File: config.mk
export PLATFORM = sky130hd
export DESIGN_NAME = vga_timing_gen
export DESIGN_NICKNAME = d
export VERILOG_FILES = /design/src/rtl/vga_timing_pkg.sv /design/src/rtl/sync_delay_line.sv /design/src/rtl/vga_timing_gen.sv
export SDC_FILE = /design/constraint.sdc
export NUM_CORES = 1
export LEC_CHECK = 0
export ABC_AREA = 1
export CORE_MARGIN = 10
export CORE_UTILIZATION = 50
export CTS_BUF_LIST = sky130_fd_sc_hd__clkbuf_16
export DETAILED_ROUTE_END_ITERATION = 7
export PLACE_DENSITY = 0.78
export SKIP_CTS_REPAIR_TIMING = 1
export SLEW_MARGIN = 20
export SYNTH_ARGS = -nofsm -noshare
export SYNTH_HDL_FRONTEND = slang
export SYNTH_SLANG_ARGS = --single-unit
File: constraint.sdc
create_clock -name vga_clk -period 4.62 [get_ports vga_clk]
set_input_delay 0.924 -clock vga_clk [delete_from_list [all_inputs] [get_ports vga_clk]]
set_output_delay 0.924 -clock vga_clk [all_outputs]
set_load 0.05 [all_outputs]
File: src/rtl/vga_timing_pkg.sv
// Shared types and default 640x480@60 timing for the VGA pixel-timing path.
package vga_timing_pkg;

  typedef logic [9:0] coord_t;

  localparam int DEF_H_VISIBLE = 640;
  localparam int DEF_H_FRONT   = 16;
  localparam int DEF_H_SYNC    = 96;
  localparam int DEF_H_BACK    = 48;
  localparam int DEF_V_VISIBLE = 480;
  localparam int DEF_V_FRONT   = 10;
  localparam int DEF_V_SYNC    = 2;
  localparam int DEF_V_BACK    = 33;

  // Pixels per line including porches and sync.
  function automatic int h_total(input int visible, input int front,
                                 input int sync, input int back);
    return visible + front + sync + back;
  endfunction

  // Lines per frame including porches and sync.
  function automatic int v_total(input int visible, input int front,
                                 input int sync, input int back);
    return visible + front + sync + back;
  endfunction

endpackage

File: src/rtl/sync_delay_line.sv
// Fixed-depth register pipeline for the hs/vs pair; resets to all-ones
// so the active-low syncs stay deasserted through reset.
module sync_delay_line
  import vga_timing_pkg::*;
#(
  parameter int N = 1
) (
  input  logic       clk_i,
  input  logic       rst_i,
  input  logic [1:0] d_i,
  output logic [1:0] q_o
);

  if (N == 0) begin : g_pass
    logic unused_clk_rst;
    assign unused_clk_rst = clk_i ^ rst_i;
    assign q_o = d_i;
  end else begin : g_pipe
    logic [1:0] stage_q [N];

    // Shift the sync pair one stage per clock; reset forces every stage high.
    always_ff @(posedge clk_i) begin
      if (rst_i) begin
        for (int i = 0; i < N; i++) stage_q[i] <= 2'b11;
      end else begin
        stage_q[0] <= d_i;
        for (int i = 1; i < N; i++) stage_q[i] <= stage_q[i-1];
      end
    end

    assign q_o = stage_q[N-1];
  end

endmodule

File: src/rtl/vga_timing_gen.sv
// Pixel-timing generator: DrawX/DrawY counters, registered blank/sync/frame
// decodes aligned with the counters, delayed syncs and a frame counter.
module vga_timing_gen
  import vga_timing_pkg::*;
#(
  parameter int H_VISIBLE  = DEF_H_VISIBLE,
  parameter int H_FRONT    = DEF_H_FRONT,
  parameter int H_SYNC     = DEF_H_SYNC,
  parameter int H_BACK     = DEF_H_BACK,
  parameter int V_VISIBLE  = DEF_V_VISIBLE,
  parameter int V_FRONT    = DEF_V_FRONT,
  parameter int V_SYNC     = DEF_V_SYNC,
  parameter int V_BACK     = DEF_V_BACK,
  parameter int SYNC_DELAY = 1
) (
  input  logic       vga_clk,
  input  logic       reset,
  output logic [9:0] DrawX,
  output logic [9:0] DrawY,
  output logic       blank,
  output logic       hs,
  output logic       vs,
  output logic       frame_end,
  output logic [7:0] frame_count
);

  localparam int H_TOTAL = h_total(H_VISIBLE, H_FRONT, H_SYNC, H_BACK);
  localparam int V_TOTAL = v_total(V_VISIBLE, V_FRONT, V_SYNC, V_BACK);

  if (H_TOTAL > 1024 || V_TOTAL > 1024) begin : g_bad_total
    $error("vga_timing_gen: H_TOTAL and V_TOTAL must not exceed 1024");
  end
  if (SYNC_DELAY < 0 || SYNC_DELAY > 4) begin : g_bad_delay
    $error("vga_timing_gen: SYNC_DELAY must be 0..4");
  end

  // Thresholds are 11 bits wide so a sync region ending exactly at 1024
  // still compares correctly against the 10-bit counters.
  localparam coord_t     H_LAST   = coord_t'(H_TOTAL - 1);
  localparam coord_t     V_LAST   = coord_t'(V_TOTAL - 1);
  localparam logic [10:0] H_VIS_C  = 11'(H_VISIBLE);
  localparam logic [10:0] V_VIS_C  = 11'(V_VISIBLE);
  localparam logic [10:0] HS_START = 11'(H_VISIBLE + H_FRONT);
  localparam logic [10:0] HS_END   = 11'(H_VISIBLE + H_FRONT + H_SYNC);
  localparam logic [10:0] VS_START = 11'(V_VISIBLE + V_FRONT);
  localparam logic [10:0] VS_END   = 11'(V_VISIBLE + V_FRONT + V_SYNC);

  coord_t     hc_q, hc_d;
  coord_t     vc_q, vc_d;
  logic       blank_q;
  logic       hs_raw_q;
  logic       vs_raw_q;
  logic       frame_end_q;
  logic [7:0] frame_count_q;
  logic [1:0] sync_dly;

  // Next counter values: hc wraps at H_TOTAL, vc advances only on that wrap.
  always_comb begin
    hc_d = hc_q + 10'd1;
    vc_d = vc_q;
    if (hc_q == H_LAST) begin
      hc_d = '0;
      vc_d = (vc_q == V_LAST) ? '0 : vc_q + 10'd1;
    end
  end

  // Counters plus decodes of the next position, so each decode lands in the
  // same cycle as the DrawX/DrawY it describes.
  always_ff @(posedge vga_clk) begin
    if (reset) begin
      hc_q          <= '0;
      vc_q          <= '0;
      blank_q       <= 1'b1;
      hs_raw_q      <= 1'b1;
      vs_raw_q      <= 1'b1;
      frame_end_q   <= 1'b0;
      frame_count_q <= '0;
    end else begin
      hc_q        <= hc_d;
      vc_q        <= vc_d;
      blank_q     <= ({1'b0, hc_d} < H_VIS_C) && ({1'b0, vc_d} < V_VIS_C);
      hs_raw_q    <= !(({1'b0, hc_d} >= HS_START) && ({1'b0, hc_d} < HS_END));
      vs_raw_q    <= !(({1'b0, vc_d} >= VS_START) && ({1'b0, vc_d} < VS_END));
      frame_end_q <= (hc_d == H_LAST) && (vc_d == V_LAST);
      if ((hc_q == H_LAST) && (vc_q == V_LAST)) begin
        frame_count_q <= frame_count_q + 8'd1;
      end
    end
  end

  sync_delay_line #(
    .N(SYNC_DELAY)
  ) u_sync_dly (
    .clk_i(vga_clk),
    .rst_i(reset),
    .d_i  ({hs_raw_q, vs_raw_q}),
    .q_o  (sync_dly)
  );

  assign DrawX       = hc_q;
  assign DrawY       = vc_q;
  assign blank       = blank_q;
  assign hs          = sync_dly[1];
  assign vs          = sync_dly[0];
  assign frame_end   = frame_end_q;
  assign frame_count = frame_count_q;

endmodule

* Word level (Yosys, flattened, before mapping) *
Memories as Yosys holds them, arrays and structs flattened.
Cells that the tools add are included.
Widths: inputs -> output; s select.

storage, ports and cells
  memories = 1
  input bits = 2
  RAM bits = 2
  logic and storage cells = 37
  register bits after elaboration = 32

operators by class
  reductions and logical operators = 8
  order comparisons = 6
  equality and inequality tests = 4
  $add $sub $neg = 3
  mux-type cells = 8

memories
  memory                     depth  width  read ports  clocked after Yosys merged registers in  wr ports  line                   RTL
  u_sync_dly.g_pipe.stage_q  1      2      1           0                                        1         sync_delay_line.sv:19  logic [1:0] stage_q [N];

operator list
  operator               count
  $eq 10x10->1 const B   4
  $mux 10                3
  $add 10x1->10 const B  2
  $lt 10x10->1 const B   2
  $lt 10x9->1 const B    2
  $ge 10x10->1 const B   1
  $ge 10x9->1 const B    1
  $add 8x1->8 const B    1
  $logic_and 1x1->1      5
  $mux 1                 4
  $logic_not 1->1        2
  $mux 2                 1
  $reduce_or 2->1        1

* Depth between registers and ports, before layout *
  word-level depth = 6
  mapped depth = 13

* Hierarchy *
From an unflattened synthesis, not the netlist that was laid out.

second synthesis, totals
  cells, all modules = 296
  area, all modules = 1913.1 um^2

by module, submodules not included
  module           instances  cells an instance  area an instance (um^2)
  vga_timing_gen   1          289                1854.3
  sync_delay_line  1          7                  58.8

* Least setup slack after synthesis *
Ideal clock, no wire load.

  kind = flip-flop to flip-flop
  start = register hc_q[1] (netlist: DrawX[1])
  end = register frame_count_q[7] (netlist: frame_count[7])
  library setup time = 0.117 ns
  path buffers = 0
  clock period less this slack = 2.066 ns
  data required time = 4.503 ns
  arrival = 1.949 ns
  stages on the path, launching flop included = 11
  path slack = 2.554 ns
  cell sequence = dfxtp_1 > ha_1 > nand2_4 > nor2_8 > nand4_4 > nor2_4 > nand2_4 > nor3_4 > nand3_1 > nand2_1 > nor2_1

between the ends
  cells in the longest elaborated chain, start to end = 2

ends and longest elaborated chain
  what                    line                  RTL
  start, declared         vga_timing_gen.sv:48  coord_t hc_q, hc_d;
  start signal, assigned  vga_timing_gen.sv:71  hc_q <= '0;
  start signal, assigned  vga_timing_gen.sv:79  hc_q <= hc_d;
  $eq 10x10->1            vga_timing_gen.sv:85  if ((hc_q == H_LAST) && (vc_q == V_LAST)) begin
  $logic_and 1x1->1       vga_timing_gen.sv:85
  end signal, assigned    vga_timing_gen.sv:86  frame_count_q <= frame_count_q + 8'd1;
  end, declared           vga_timing_gen.sv:54  logic [7:0] frame_count_q;

Every way passes these cells.
A chain may end at the register's enable or synchronous reset.

* Worst setup path in the final report *
  start = register hc_q[7] (netlist: DrawX[7])
  end = output DrawX[7]

RTL lines
  what           line                  RTL
  end, declared  vga_timing_gen.sv:18  output logic [9:0] DrawX,

No word-level cell between the ends.

==> summary.md <==
## STA
- **maximum achievable frequency** 0.392 GHz
- **WHS** 0.411 ns
- **final worst path period share** 0.552
- **final worst setup slack** 2.07 ns
- **Fin Setup TNS** 0 ns
- **unrepaired setup endpoints after global routing** false
- **total of endpoints with negative setup slack in the final report** 0
- **fin crit period** 2.55 ns
- **Final Hold Vio Count** 0
- **Final Max Tran Viols** 0
- **transition at the pin with the smallest max-transition slack** 0.507 ns
- **Rel. slew slack** 0.661
- **clk_skew** 0.00545 ns

## Synth
- **Synth Area in Adders** 0.0331
- **Yosys reg bits** 34
- **Post-Synth XOR/XNOR Area** 0.00464
- **synthesized netlist net count** 280
- **number of library cell types mapped by synthesis** 33
- **flip-flop cell with the highest count after synthesis** sky130_fd_sc_hd__dfxtp_1
- **post-synthesis mux area share** 0
- **Cell Area, Synth** 1890 µm²
- **dominant combinational cell family by area after synthesis** simple AND/OR/NAND/NOR gates
- **count of yosys warnings during synthesis** 0
- **mean instance size in the synthesized netlist** 6.92 µm²
- **fraction of registers with async set or reset after synthesis** 0
- **post-synthesis simple-gate area fraction** 0.433
- **register area share after synthesis** 0.361
- **Post-Synthesis Cells** 273
- **number of flops mapped to enable cells by yosys** 0
- **compound-cell area share of the yosys netlist** 0.0722

## Clock network
- **TritonCTS Buffers** 5
- **clk buf depth** 2
- **H-Tree Level Count** 2
- **clock latency at the later pin of the worst-skew pair** 0.28 ns
- **clock tree from TritonCTS** done
- **CTS root buf** sky130_fd_sc_hd__clkbuf_16
- **clock transition time at the flip-flop clock pins of the worst setup and hold paths** 0.05 ns
- **number of sinks handled by clock tree synthesis** 34

## Cells and area
- **most common cell after layout, fill and taps aside** sky130_fd_sc_hd__nand2_1
- **layout cell share with drive strength beyond 1** 0.0997
- **area overhead of the layout relative to synthesis** 27.5%
- **final net count** 319
- **FILL cells** 327
- **most used cells in the layout excluding fill and tap cells** 59 x sky130_fd_sc_hd__nand2_1, 43 x sky130_fd_sc_hd__inv_1, 40 x sky130_fd_sc_hd__nor2_1, 34 x sky130_fd_sc_hd__dfxtp_1, 33 x sky130_fd_sc_hd__clkdlybuf4s50_1
- **final antenna diode count** 0

## Die
- **area enclosed by the die boundary** 6630 µm²
- **Starting Density** 0.516
- **Chip Width** 81.5 µm
- **number of placement rows** 22
- **# IOs** 34
- **area of the placeable core** 3660 µm²
- **vertical die dimension** 81.5 µm

## Critical path
- **critical path class** flop to output pin
- **capture point of the worst reg-to-reg path** blank$_SDFF_PP1_
- **crit-path max cell delay** 0.87 ns
- **minimum setup slack among reg-to-reg paths** 2.75 ns
- **family with the most delay on the worst path** buffers and inverters
- **Worst Setup EP** DrawX[7]
- **worst setup path start** DrawX[7]$_SDFF_PP0_
- **Critical Path AT** 1.63 ns
- **worst path buffer plus inverter count** 1
- **standard cell with the maximum stage delay on the critical path** sky130_fd_sc_hd__clkdlybuf4s50_1
- **launching element type of the critical path** flop
- **data required time of the critical path** 3.70 ns
- **Critical Path, Cell by Cell** clkdlybuf4s50_1
- **number of cells on the critical path** 1
- **Crit. End Element** output pin
- **largest fanout on the critical path** 7
- **worst r2r path cells** 10
- **Crit Reg-Reg Startpoint** DrawY[0]$_SDFF_PP0_

## Global routing
- **global-route wire length before repair** 7.44 mm
- **global router's overall resource usage** 0.143
- **number of global-route vias before repair** 1,648
- **total overflow reported by the global router** 0
- **number of antenna violations at the first check in global routing** 0
- **pin count of the biggest net entering global routing** 25

## Hold path
- **worst hold path type** flop to flop

## Detailed routing
- **Detail Route Antenna Nets** 0
- **detailed-route DRC error count** 0
- **total routed wirelength** 4.34 mm
- **WL per Instance** 12.1 µm
- **iteration-0 DRC count of the detailed router** 145
- **total number of vias** 1,797
- **first-pass detailed-route iteration total** 4
- **mean number of vias per cell** 5.01

## Power
- **worst ir drop on vdd** 0.183 mV
- **areal power density over the cells** 259 nW/µm²
- **leakage power** 1.03 nW
- **power share of the clock group** 0.482
- **Switch Pwr** 0.129 mW
- **net switching fraction of the power** 0.207
- **Overall Power** 0.624 mW
- **share of power burned in combinational logic** 0.040
- **sequential cell fraction of total power** 0.478
- **internal power contribution** 0.495 mW

## Flow run
- **Maximum Capacitance Violations** 0

## Placed design
- **PortBufs** 33
- **final RePlAce weighted congestion** 0.862
- **placement-stage worst setup slack** 1.99 ns
- **detailed placer's ending HPWL** 3.29 mm

## Status
- **outcome** completed

power groups by stage:
stage | Combinational [mW] | Clock (mW) | Sequential, mW
2_1_floorplan | 0.00895 | 0 | 0.312
3_3_place_gp | 0.0250 | 0 | 0.304
3_5_place_dp | 0.0254 | 0 | 0.304
4_1_cts | 0.0255 | 0.306 | 0.298
5_1_grt | 0.0276 | 0.320 | 0.298
6_report | 0.0250 | 0.300 | 0.298
cell usage after synthesis (2+ instances only):
master | n | area, µm²
sky130_fd_sc_hd__nand3_1 | 22 | 110
sky130_fd_sc_hd__ha_1 | 5 | 62.6
sky130_fd_sc_hd__or2_2 | 2 | 12.5
sky130_fd_sc_hd__nand2_1 | 59 | 221
sky130_fd_sc_hd__a21oi_1 | 7 | 35.0
sky130_fd_sc_hd__nand2_2 | 4 | 25.0
sky130_fd_sc_hd__o21ai_1 | 3 | 15.0
sky130_fd_sc_hd__nor3b_1 | 2 | 15.0
sky130_fd_sc_hd__o21ai_0 | 11 | 55.1
sky130_fd_sc_hd__inv_1 | 43 | 161
sky130_fd_sc_hd__clkbuf_1 | 2 | 7.51
sky130_fd_sc_hd__nand4_1 | 7 | 43.8
sky130_fd_sc_hd__nor2_2 | 2 | 12.5
sky130_fd_sc_hd__dfxtp_1 | 34 | 681
sky130_fd_sc_hd__nor3_1 | 8 | 40.0
sky130_fd_sc_hd__o21bai_1 | 2 | 15.0
sky130_fd_sc_hd__nand2_4 | 2 | 22.5
sky130_fd_sc_hd__nor2_4 | 4 | 45.0
sky130_fd_sc_hd__nor2_1 | 40 | 150
kinds of logic after synthesis:
kind of cell,Yosys count
compound gates,25
flops,34
simple gates,160
xor+xnor,1
fa+ha+maj,5
buf+inv,48
worst min path at each step:
stage / slack [ns] / cells after the start / start / to
6_report: 0.41 / 1 / hs_raw_q$_SDFF_PP1_ / u_sync_dly.g_pipe.stage_q[0][1]$_SDFF_PP1_
3_5_place_dp: 0.40 / 1 / vs_raw_q$_SDFF_PP1_ / u_sync_dly.g_pipe.stage_q[0][0]$_SDFF_PP1_
3_3_place_gp: 0.39 / 1 / hs_raw_q$_SDFF_PP1_ / u_sync_dly.g_pipe.stage_q[0][1]$_SDFF_PP1_
4_1_cts: 0.41 / 1 / hs_raw_q$_SDFF_PP1_ / u_sync_dly.g_pipe.stage_q[0][1]$_SDFF_PP1_
2_1_floorplan: 0.39 / 1 / vs_raw_q$_SDFF_PP1_ / u_sync_dly.g_pipe.stage_q[0][0]$_SDFF_PP1_
5_1_grt: 0.43 / 1 / vs_raw_q$_SDFF_PP1_ / u_sync_dly.g_pipe.stage_q[0][0]$_SDFF_PP1_
cell type report:
cell class                 instances  area, µm²  area share
clock buffer                       5        125      0.0520
clock inverter                     1       3.75     0.00156
tap                               48       60.1      0.0249
sequential                        34        681       0.283
timing repair buffer              34        338       0.140
inverter                          46        174      0.0722
multi-input combinational        191       1030       0.426
per-layer routing:
layer	routed length, µm	up-vias	share of wire	GRT usage
li1	-	939	-	-
met1	1910	818	0.44	0.168
met2	2050	38	0.47	0.226
met3	350	2	0.081	0.0655
met4	33	0	0.0076	0.0519
met5	0	-	0	0
flip-flops by register name, indices dropped and copies added, names as in the netlist:
| register | count |
|---|---|
| DrawX | 10 |
| DrawY | 10 |
| frame_count | 8 |
| u_sync_dly.g_pipe.stage_q | 2 |
| blank | 1 |
| frame_end | 1 |
| hs_raw_q | 1 |
| vs_raw_q | 1 |
per-stage QoR:
step	instance area [µm²]	instances	util
3_5_place_dp	2280	353	0.622
6_report	2410	359	0.658
5_1_grt	2410	359	0.658
2_1_floorplan	1890	273	-
3_3_place_gp	2280	353	0.622
4_1_cts	2410	359	0.658
No activity file was read; power rests on OpenSTA's default activity.
